File: src/rtl/load_writeback_pkg.sv
// Shared definitions for the load/writeback stage: load funct3 encodings, FSM states and
// small decode helpers.
package load_writeback_pkg;

  localparam logic [2:0] Funct3Lb  = 3'b000;
  localparam logic [2:0] Funct3Lh  = 3'b001;
  localparam logic [2:0] Funct3Lw  = 3'b010;
  localparam logic [2:0] Funct3Lbu = 3'b100;
  localparam logic [2:0] Funct3Lhu = 3'b101;

  typedef enum logic [1:0] {
    StIdle,
    StReq,
    StWait,
    StWb
  } lwb_state_e;

  function automatic logic is_half(input logic [2:0] funct3);
    return (funct3 == Funct3Lh) || (funct3 == Funct3Lhu);
  endfunction

  // Unused encodings 011/110/111 behave as a full-word load.
  function automatic logic is_word(input logic [2:0] funct3);
    return !((funct3 == Funct3Lb) || (funct3 == Funct3Lh) ||
             (funct3 == Funct3Lbu) || (funct3 == Funct3Lhu));
  endfunction

  function automatic logic is_misaligned(input logic [2:0] funct3, input logic [1:0] off);
    return (is_half(funct3) && off[0]) || (is_word(funct3) && (off != 2'b00));
  endfunction

endpackage

File: src/rtl/load_writeback_align.sv
// load_align: selects the addressed byte/halfword from a read word and sign- or
// zero-extends it according to funct3.
module load_align
  import load_writeback_pkg::*;
(
  input  logic [31:0] word,
  input  logic [1:0]  off,
  input  logic [2:0]  funct3,
  output logic [31:0] result
);

  logic [7:0]  byte_sel;
  logic [15:0] half_sel;

  always_comb begin
    byte_sel = word[{off, 3'b000} +: 8];
    half_sel = off[1] ? word[31:16] : word[15:0];
    case (funct3)
      Funct3Lb:  result = {{24{byte_sel[7]}}, byte_sel};
      Funct3Lh:  result = {{16{half_sel[15]}}, half_sel};
      Funct3Lbu: result = {24'h000000, byte_sel};
      Funct3Lhu: result = {16'h0000, half_sel};
      default:   result = word;
    endcase
  end

endmodule

File: src/rtl/load_writeback.sv
// Load/writeback stage: forwards non-load results to the register file and runs a
// REQ/WAIT/WB cache read for loads. Optional macro LOAD_WB_MISALIGN_CHECK_EN adds misalign.
module load_writeback
  import load_writeback_pkg::*;
#(
  parameter int unsigned XLEN = 32
) (
  input  logic            clock,
  input  logic            reset,
  input  logic            ex_valid,
  output logic            ex_ready,
  input  logic            ex_is_load,
  input  logic            ex_regwrite,
  input  logic [4:0]      ex_rd,
  input  logic [XLEN-1:0] ex_result,
  input  logic [2:0]      ex_funct3,
  output logic            dc_req,
  output logic [XLEN-1:0] dc_addr,
  input  logic            dc_ack,
  input  logic            dc_rvalid,
  input  logic [XLEN-1:0] dc_rdata,
  output logic            Regwrite,
  output logic [4:0]      rd,
  output logic [XLEN-1:0] WD3,
  output logic            busy
`ifdef LOAD_WB_MISALIGN_CHECK_EN
  ,
  output logic            misalign
`endif
);

  lwb_state_e state_q;
  logic [4:0] ld_rd_q;
  logic [2:0] ld_funct3_q;
  logic [1:0] ld_off_q;
  logic [31:0] aligned;
  logic load_reject;

  assign ex_ready = (state_q == StIdle);

`ifdef LOAD_WB_MISALIGN_CHECK_EN
  assign load_reject = is_misaligned(ex_funct3, ex_result[1:0]);
`else
  assign load_reject = 1'b0;
`endif

  load_align u_load_align (
    .word   (dc_rdata),
    .off    (ld_off_q),
    .funct3 (ld_funct3_q),
    .result (aligned)
  );

  always_ff @(posedge clock) begin
    if (reset) begin
      state_q     <= StIdle;
      Regwrite    <= 1'b0;
      rd          <= '0;
      WD3         <= '0;
      dc_req      <= 1'b0;
      dc_addr     <= '0;
      busy        <= 1'b0;
      ld_rd_q     <= '0;
      ld_funct3_q <= '0;
      ld_off_q    <= '0;
`ifdef LOAD_WB_MISALIGN_CHECK_EN
      misalign    <= 1'b0;
`endif
    end else begin
      Regwrite <= 1'b0;
`ifdef LOAD_WB_MISALIGN_CHECK_EN
      misalign <= 1'b0;
`endif
      unique case (state_q)
        StIdle: begin
          if (ex_valid) begin
            if (ex_is_load) begin
              if (load_reject) begin
`ifdef LOAD_WB_MISALIGN_CHECK_EN
                misalign <= 1'b1;
`endif
              end else begin
                ld_rd_q     <= ex_rd;
                ld_funct3_q <= ex_funct3;
                ld_off_q    <= ex_result[1:0];
                dc_req      <= 1'b1;
                dc_addr     <= {ex_result[XLEN-1:2], 2'b00};
                busy        <= 1'b1;
                state_q     <= StReq;
              end
            end else if (ex_regwrite && (ex_rd != 5'd0)) begin
              Regwrite <= 1'b1;
              rd       <= ex_rd;
              WD3      <= ex_result;
            end
          end
        end
        StReq: begin
          if (dc_ack) begin
            dc_req  <= 1'b0;
            state_q <= StWait;
          end
        end
        StWait: begin
          if (dc_rvalid) begin
            // x0 loads still complete the cache access but never write.
            if (ld_rd_q != 5'd0) begin
              Regwrite <= 1'b1;
              rd       <= ld_rd_q;
              WD3      <= aligned;
            end
            state_q <= StWb;
          end
        end
        StWb: begin
          busy    <= 1'b0;
          state_q <= StIdle;
        end
        default: state_q <= StIdle;
      endcase
    end
  end

endmodule

File: config.mk
export PLATFORM = sky130hd
export DESIGN_NAME = load_writeback
export DESIGN_NICKNAME = d
export VERILOG_FILES = /design/src/rtl/load_writeback_pkg.sv /design/src/rtl/load_writeback_align.sv /design/src/rtl/load_writeback.sv
export SDC_FILE = /design/constraint.sdc
export NUM_CORES = 1
export LEC_CHECK = 0
export CORE_MARGIN = 10
export CORE_UTILIZATION = 41
export DETAILED_ROUTE_END_ITERATION = 10
export GPL_TIMING_DRIVEN = 0
export HOLD_SLACK_MARGIN = 0.08
export PLACE_DENSITY = 0.79
export SYNTH_ARGS = -nofsm -noshare
export SYNTH_HDL_FRONTEND = slang
export SYNTH_HIERARCHICAL = 1
export SYNTH_SLANG_ARGS = --single-unit
File: constraint.sdc
create_clock -name clock -period 1.6 [get_ports clock]
set_input_delay 0.16 -clock clock [delete_from_list [all_inputs] [get_ports clock]]
set_output_delay 0.16 -clock clock [all_outputs]
set_load 0.01 [all_outputs]
# [Word-level counts from Yosys, hierarchy flattened]
# Index checks and enable logic that the tools add are counted.
# Widths: inputs -> output; s select.
[op_classes] n_reduce_logical=13 mux=30 shift=1 n_eq_ne=13
[op_table] op="$mux 32" n=5
[op_table] op="$pmux 32 s4" n=1
[op_table] op="$pmux 32 s2" n=1
[op_table] op="$shiftx 32x6->8" n=1
[op_table] op="$mux 5" n=5
[op_table] op="$mux 16" n=1
[op_table] op="$ne 2x2->1 const B" n=5
[op_table] op="$pmux 5 s2" n=1
[op_table] op="$reduce_bool 5->1" n=2
[op_table] op="$mux 1" n=8
[op_table] op="$mux 2" n=4
[op_table] op="$pmux 2 s4" n=1
[op_table] op="$reduce_and 4->1" n=2
[op_table] op="$eq 3x3->1 const B" n=2
[op_table] op="$pmux 1 s2" n=3
[op_table] op="$reduce_and 3->1" n=2
[op_table] op="$reduce_and 6->1" n=1
[op_table] op="$reduce_bool 2->1" n=3
[op_table] op="$eq 2x2->1 const B" n=2
[op_table] op="$ne 2x1->1 const B" n=2
[op_table] op="$eq 3x1->1 const B" n=1
[op_table] op="$logic_not 3->1" n=1
[op_table] op="$eq 2x1->1 const B" n=1
[op_table] op="$logic_not 2->1" n=1
[op_table] op="$logic_and 1x1->1" n=1
[totals] reg_bits=82 output_inout_bits=73 in_bits=79

# [Depth between registers and ports, before layout]
# Gate-level depths: netlist (run 1).
[depth] depth_word=6 mapped_depth=9

# [Hierarchy]
# Netlist (run 1), hierarchy kept.
[by_module_without_submodules] module="load_writeback" cells_per_inst=387 n_inst=1 area_per_inst_um2=3598.5 seq_area_each_um2=1641.6
[by_module_without_submodules] module="load_align" cells_per_inst=118 n_inst=1 area_per_inst_um2=760.7 seq_area_each_um2=0.0

# [Worst setup path after synthesis (run 1)]
# No wires, ideal clock.
[synth_path] path_kind="reg2reg" start="register state_q[0]" end="register WD3[14]" t_arrival_ns=1.616 setup_time_ns=0.081 path_buffers=2 slack_ns=-0.097 t_required_ns=1.519 path_stages_with_launch=9 path_cell_list="dfxtp_1 -> inv_1 -> ha_1 -> nor2b_1 -> a22oi_1 -> buf_4 -> buf_2 -> a21oi_1 -> a211oi_2"
[synth_via] elab_chain_cells=3 elab_cells_between_ends=10
[synth_lines] item="from (decl)" line="load_writeback.sv:32" rtl="lwb_state_e state_q;"
[synth_lines] item="from (signal assigned)" line="load_writeback.sv:56" rtl="state_q <= StIdle;"
[synth_lines] item="from (signal assigned)" line="load_writeback.sv:89" rtl="state_q <= StReq;"
[synth_lines] item="from (signal assigned)" line="load_writeback.sv:101" rtl="state_q <= StWait;"
[synth_lines] item="$logic_not 2->1 *"
[synth_lines] item="named net ex_ready" line="load_writeback.sv:11" rtl="output logic ex_ready,"
[synth_lines] item="$ne 2x1->1 (no source line) (tied with other cells)"
[synth_lines] item="$reduce_and 6->1 (no source line)"
[synth_lines] item="to (signal assigned)" line="load_writeback.sv:94" rtl="WD3 <= ex_result;"
[synth_lines] item="to (signal assigned)" line="load_writeback.sv:110" rtl="WD3 <= aligned;"
[synth_lines] item="to (decl)" line="load_writeback.sv:24" rtl="output logic [XLEN-1:0] WD3,"
# The timed path passes the listed nets; every way through them passes the cells marked *.
# A chain may end at the register's enable or synchronous reset.

# [Worst setup path after layout (run 1)]
[layout_path] start="register ld_off_q[1]" end="register WD3[14]"
[layout_via] elab_chain_cells=5 elab_cells_between_ends=6
[layout_lines] item="from (decl)" line="load_writeback.sv:35" rtl="logic [1:0] ld_off_q;"
[layout_lines] item="from (signal assigned)" line="load_writeback.sv:85" rtl="ld_off_q <= ex_result[1:0];"
[layout_lines] item="$shiftx 32x6->8 / $mux 16 (equally long branches)" line="load_writeback_align.sv:16, load_writeback_align.sv:17"
[layout_lines] item="$pmux 32 s4 *" line="load_writeback_align.sv:18" rtl="case (funct3)"
[layout_lines] item="named net aligned[14]" line="load_writeback.sv:36" rtl="logic [31:0] aligned;"
[layout_lines] item="$mux 32 *" line="load_writeback.sv:107" rtl="if (ld_rd_q != 5'd0) begin"
[layout_lines] item="$mux 32 *" line="load_writeback.sv:105" rtl="if (dc_rvalid) begin"
[layout_lines] item="$pmux 32 s2 *" line="load_writeback.sv:74" rtl="unique case (state_q)"
# The timed path passes the listed nets; every way through them passes the cells marked *. The select of a mux whose other input is x is not followed.

==> results of run 1 <==
[kinds of logic after synthesis]
| logic type | count (synthesis) | share of synthesized area (%) |
|---|---|---|
| AOI/OAI and AO/OA | 149 | 24.4 |
| muxes | 55 | 13.0 |
| and+or+nand+nor | 159 | 16.7 |
| DFF | 82 | 37.7 |
| buffers and inverters | 55 | 7.06 |
| other | 1 | 0.0860 |
| adders and majority gates | 4 | 1.15 |
[worst register-to-register path, delay by kind of cell (launching register included)]
| kind | cells | cell delay (ns) |
|---|---|---|
| muxes | 2 | 0.79 |
| DFF | 1 | 0.35 |
| buffers and inverters | 2 | 0.23 |
| AOI/OAI and AO/OA | 2 | 0.20 |
| and+or+nand+nor | 1 | 0.14 |
[through the flow]
stage	utilization [%]	cells	setup TNS, ns	hold WS, ns
4_1_cts	65.1	832	-4.95	0.259
2_1_floorplan	-	506	-1.11	0.276
3_5_place_dp	58.9	790	-17.75	0.447
3_3_place_gp	58.9	790	-15.70	0.441
6_report	66.5	833	-5.61	0.261
5_1_grt	66.5	833	-8.54	0.308
[power breakdown]
part,switching (W),internal (W),total [W]
Combinational,0.00362,0.00392,0.00754
Clock,0.000870,0.000738,0.00161
Sequential,0.000388,0.00264,0.00302
Total,0.00488,0.00729,0.0122
[layout by cell type, fill, tap and decap left out, types with 4 or more instances in the layout]
cell type,Yosys,final
clkbuf_1,18,10
nand3_2,1,7
mux2i_2,0,4
nand3_1,18,11
nand3b_1,10,10
a211oi_1,9,4
o22a_1,8,8
clkbuf_2,0,6
nand2b_1,5,5
a211oi_2,30,35
a21oi_2,0,4
dfxtp_1,82,78
clkdlybuf4s50_1,0,147
a21oi_1,87,82
o211ai_1,5,5
buf_4,8,17
nand2_1,104,103
mux2i_1,52,45
buf_6,7,18
buf_2,15,10
nor2_1,5,5
buf_12,0,5
buf_8,0,5
clkbuf_8,0,9
nor2b_1,9,8
[final cells by class]
cell class / instances / area, µm² / area share (%)
clock inverters: 7 / 76.3 / 1.11
well taps: 136 / 170 / 2.48
plain buffers: 47 / 384 / 5.59
clock buffers: 9 / 124 / 1.80
inverters: 6 / 27.5 / 0.401
multi-input cells: 369 / 2640 / 38.5
flip-flops and latches: 82 / 1650 / 24.0
repair buffers: 177 / 1790 / 26.1
[state kept, by name, indices dropped and copies added, names as in the netlist]
name	cells
ld_rd_q	5
dc_req	1
state_q	2
ld_off_q	2
busy	1
rd	5
WD3	32
dc_addr	30
ld_funct3_q	3
Regwrite	1
[worst max path at each step]
stage	cells after the start	slack (ns)	start	to
floorplan	7	-0.06	ld_off_q[1]	WD3[14]
global placement	7	-0.43	dc_rdata[7]	WD3[24]
detailed placement	7	-0.45	dc_rdata[31]	WD3[14]
CTS	7	-0.24	ld_off_q[1]	WD3[12]
global route	7	-0.33	ld_off_q[1]	WD3[22]
finish	7	-0.24	ld_off_q[1]	WD3[14]
[repair_timing]
action,4_1_cts,5_1_grt
gates cloned,9,0
pin swaps,14,11
gates resized for setup,66,30
buffers inserted,19,4
setup endpoints to repair,81,53
hold buffers,0,0
[per-layer routing]
metal  global-route usage (%)  wire (µm)
met1                     26.9       7260
met2                     37.0       8290
met3                     5.79       1280
met4                     7.64        395
met5                        0          0
==> impl_metrics.env, run 1 <==
export IMPL_insertion_delay_ns=0.38
export IMPL_fillers=828
export IMPL_async_reset_ff_share_pct=0
export IMPL_rr_endpoint="WD3[14]"
export IMPL_drv_slew=0
export IMPL_antenna_left=0
export IMPL_track_usage_pct=22.1
export IMPL_synth_avg_cell_area_um2=8.63
export IMPL_port_buffers=148
export IMPL_min_path_cells=2
export IMPL_yosys_cell_types_count=36
export IMPL_crit_type="flop to flop"
export IMPL_crit_chain="buf_8 > mux4_2 > nand3_4 > buf_6 > o211ai_1 > mux2i_1 > a211oi_2"
export IMPL_grt_pass1_wl_um=26100
export IMPL_critPathLaunchType="flop"
export IMPL_row_count=37
export IMPL_failed_checks="setup timing"
export IMPL_synth_area_top_cells="dfxtp_1, mux2i_1, a21oi_1"
export IMPL_syn_area_um2=4360
export IMPL_fmax_mhz=543
export IMPL_drcViolationCount=0
export IMPL_yosysSeqAreaShare_pct=37.7
export IMPL_worst_pin_slew_ns=0.862
export IMPL_clk_pin_slew_ns=0.09
export IMPL_dieArea_um2=15200
export IMPL_pre_cts_ws_ns=-0.446
export IMPL_wire_per_inst_um=20.7
export IMPL_yosysMostFrequentCell="nand2_1"
export IMPL_htree_levels=3
export IMPL_rsz0062_at_grt="yes"
export IMPL_clock_skew_ns=0.0161
export IMPL_yosysTopAreaCell="dfxtp_1"
export IMPL_endpoint_kind="flop"
export IMPL_finalCritPeriodShare_pct=115
export IMPL_maxSlewHeadroom_pct=42.5
export IMPL_grt_pass1_vias=4730
export IMPL_clock_path_buffers=2
export IMPL_setup_ws_ns=-0.242
export IMPL_crit_required_ns=1.83
export IMPL_layout_min_cycle_time_ns=1.84
export IMPL_die_w_um=123
export IMPL_r2r_start="ld_off_q[1]"
export IMPL_hpwl_um=12600
export IMPL_antennaDiodeCount=0
export IMPL_p_per_area_nw_per_um2=1770
export IMPL_nNetsFinal=775
export IMPL_wirelength_um=17200
export IMPL_postSynthCellCount=505
export IMPL_min_path_type="primary input to flop"
export IMPL_status="finished, violations left"
export IMPL_ir_worst_vdd_mv=1.14
export IMPL_syn_to_final_growth_pct=57.5
export IMPL_path_buf_inv=2
export IMPL_io_pins=152
export IMPL_first_pass_iters=5
export IMPL_synth_top_area_share_pct=37.7
export IMPL_drive_gt1_share_pct=23.0
export IMPL_critPathSlowestCell="mux4_2"
export IMPL_grt_max_degree=16
export IMPL_crit_arrival_ns=2.07
export IMPL_cts_sinks=82
export IMPL_root_buffer="clkbuf_8"
export IMPL_p_leak_nw=2.49
export IMPL_critPathMaxFanout=5
export IMPL_num_vias=4538
export IMPL_antenna_found_initial=0
export IMPL_synthFlopType="dfxtp_1"
export IMPL_initial_core_util_pct=42.2
export IMPL_fp_dieH_um=123
export IMPL_power_w=0.0122
export IMPL_drv_cap=0
export IMPL_synth_common_cells="nand2_1, a21oi_1, dfxtp_1"
export IMPL_r2r_worst_path_cells=7
export IMPL_postLayoutCellArea_um2=6870
export IMPL_synth_edf_count=0
export IMPL_r2r_slack_ns=-0.24
export IMPL_crit_family="multiplexers"
export IMPL_hold_violations=0
export IMPL_worstHoldStart="reset"
export IMPL_hold_end="WD3[30]"
export IMPL_gp_congestion=0.894
export IMPL_core_um2=10300
export IMPL_finalSetupViolCount=37
export IMPL_cts_buffers=9
export IMPL_slowest_delay_ns=0.54
export IMPL_first_iter_violations=319
export IMPL_viasPerCell=5.45
export IMPL_placed_cell_area_um2=6080
export IMPL_synth_seq_cells=82
export IMPL_grt_overflow_total=0
export IMPL_ys_warn_count=6
export IMPL_cts_tree="done"
No activity file was read; power rests on OpenSTA's default activity.
==> run 2, diff against run 1 <==
ABC_CLOCK_PERIOD_IN_PS = 1600   (was not set)
CTS_CLUSTER_SIZE = 20   (was not set)
MAX_ROUTING_LAYER = met4   (was not set)
==> run 2 against run 1 <==
Compared with the run above: the flow still finishes with violations (setup timing); final area shrank 1.2%; final cell count down 0.24%; clock power grew 11%; combinational power shrank 5.6%.
==> impl_metrics.env, run 2 (synthesized netlist as in run 1, its figures left out) <==
export IMPL_antennaDiodeCount=0
export IMPL_row_count=37
export IMPL_p_per_area_nw_per_um2=1750
export IMPL_viasPerCell=5.41
export IMPL_power_w=0.0119
export IMPL_ir_worst_vdd_mv=1.54
export IMPL_cts_sinks=82
export IMPL_drive_gt1_share_pct=22.3
export IMPL_failed_checks="setup timing"
export IMPL_clock_path_buffers=2
export IMPL_grt_overflow_total=0
export IMPL_wirelength_um=16900
export IMPL_first_pass_iters=5
export IMPL_status="finished, violations left"
export IMPL_gp_congestion=0.905
export IMPL_initial_core_util_pct=42.2
export IMPL_min_path_type="primary input to flop"
export IMPL_seq_power_share_pct=25.2
export IMPL_finalSetupViolCount=37
export IMPL_root_buffer="clkbuf_8"
export IMPL_fp_dieH_um=123
export IMPL_grt_pass1_wl_um=25700
export IMPL_cts_tree="done"
export IMPL_p_leak_nw=2.46
export IMPL_die_w_um=123
export IMPL_endpoint_kind="flop"
export IMPL_core_um2=10300
export IMPL_critPathLaunchType="flop"
export IMPL_fmax_mhz=551
export IMPL_layout_common_cells="clkdlybuf4s50_1, nand2_1, a21oi_1, dfxtp_1, mux2i_1"
export IMPL_hpwl_um=12600
export IMPL_first_iter_violations=286
export IMPL_dieArea_um2=15200
export IMPL_num_vias=4495
export IMPL_clock_skew_ns=0.0128
export IMPL_final_common_cell="clkdlybuf4s50_1"
export IMPL_nNetsFinal=773
export IMPL_crit_type="flop to flop"
export IMPL_timing_setup_tns_ns=-5.78
export IMPL_io_pins=152
export IMPL_finalNonFillerCells=831
export IMPL_worst_pin_slew_ns=0.912
export IMPL_clockPowerShare_pct=15.0
export IMPL_top_register="WD3"
export IMPL_finalCritPeriodShare_pct=114
export IMPL_pre_cts_ws_ns=-0.421
export IMPL_crit_required_ns=1.82
export IMPL_syn_to_final_growth_pct=55.7
export IMPL_fillers=863
export IMPL_grt_max_degree=16
export IMPL_port_buffers=148
export IMPL_reg_top3="WD3: 32 flops, dc_addr: 30 flops"
export IMPL_setup_ws_ns=-0.216
export IMPL_critPathMaxFanout=5
export IMPL_grt_pass1_vias=4770
export IMPL_power_internal_w=0.00725
export IMPL_hold_violations=0
export IMPL_insertion_delay_ns=0.37
export IMPL_place_inst=790
export IMPL_drcViolationCount=0
export IMPL_drv_cap=0
export IMPL_maxSlewHeadroom_pct=39.2
export IMPL_htree_levels=3
export IMPL_cts_buffers=9
export IMPL_largest_register_ffs=32
export IMPL_clk_pin_slew_ns=0.10
export IMPL_drv_slew=0
export IMPL_antenna_found_initial=0
export IMPL_swShare_pct=39.1
export IMPL_crit_arrival_ns=2.03
export IMPL_combPwrFrac_pct=59.8
export IMPL_antenna_left=0
export IMPL_track_usage_pct=22.4
export IMPL_layout_min_cycle_time_ns=1.82
export IMPL_cts_hold_buffers=0
export IMPL_wire_per_inst_um=20.3
export IMPL_rsz0062_at_grt="yes"
export IMPL_power_switching_w=0.00466
[run 2: changes by cell type in the layout (fill, tap and decap cells not counted), sizes merged]
cell and change:
clkbuf -3, bufinv +1, clkdlybuf4s15 +1, dlygate4sd2 -1, inv -1, clkinv -1
buf +2
[run 2: final cells by class]
class,count,area [µm²],area share [%]
flip-flops and latches,82,1650,24.3
repair buffers,176,1770,26.1
plain buffers,46,355,5.24
clock buffers,10,138,2.03
clock inverters,6,96.3,1.42
well taps,136,170,2.51
multi-input cells,369,2580,38.0
inverters,6,30.0,0.442
[run 2: per-layer routing]
metal  up-vias  wire length, µm  GRT usage, %
met5         -                0             -
met4         0              316          7.86
met3        26             1100          3.74
met2       176             8290          36.9
met1      2143             7150          27.1
li1       2150                -             -
[run 2: path summary, 6_finish.rpt]
path	from	endpoint	slack [ns]	cells past startpoint
worst min register to register	ld_off_q[0]	ld_off_q[0]	0.46	2
worst min-delay path	reset	dc_req	0.30	2
worst max register to register	ld_off_q[1]	WD3[12]	-0.22	6
worst max-delay path	ld_off_q[1]	WD3[12]	-0.22	6
[run 2: power groups by stage]
stage / sequential, W / combinational, W / clock [W]
after floorplan: 0.00320 / 0.00329 / 0
after global placement: 0.00299 / 0.00550 / 0
after detailed placement: 0.00301 / 0.00563 / 0
after CTS: 0.00299 / 0.00700 / 0.00181
after global routing: 0.00306 / 0.00760 / 0.00187
final: 0.00300 / 0.00712 / 0.00178
[run 2: repair_timing]
item                                   CTS  global route
setup buffers                           18             3
setup endpoints to repair               81            81
pin swaps                               18             9
endpoints found under the hold margin    0             0
gates cloned                             8             0
resized for setup                       60            35
[run 2: critical path, stage by stage, from the launching register on]
cell and delay [ns]:
dfxtp_2 0.35, buf_8 0.10, mux4_2 0.54, nand3_4 0.14, o211ai_1 0.11, mux2i_1 0.31, a211oi_2 0.12
[run 2: stage by stage]
step                      hold WS [ns]  utilization [%]  instance area [µm²]
after global placement           0.441             58.9                 6080
after global routing             0.320             65.7                 6790
after detailed placement         0.445             58.9                 6080
final                            0.296             65.7                 6790
after CTS                        0.268             65.2                 6730
after floorplan                  0.276                -                 4430
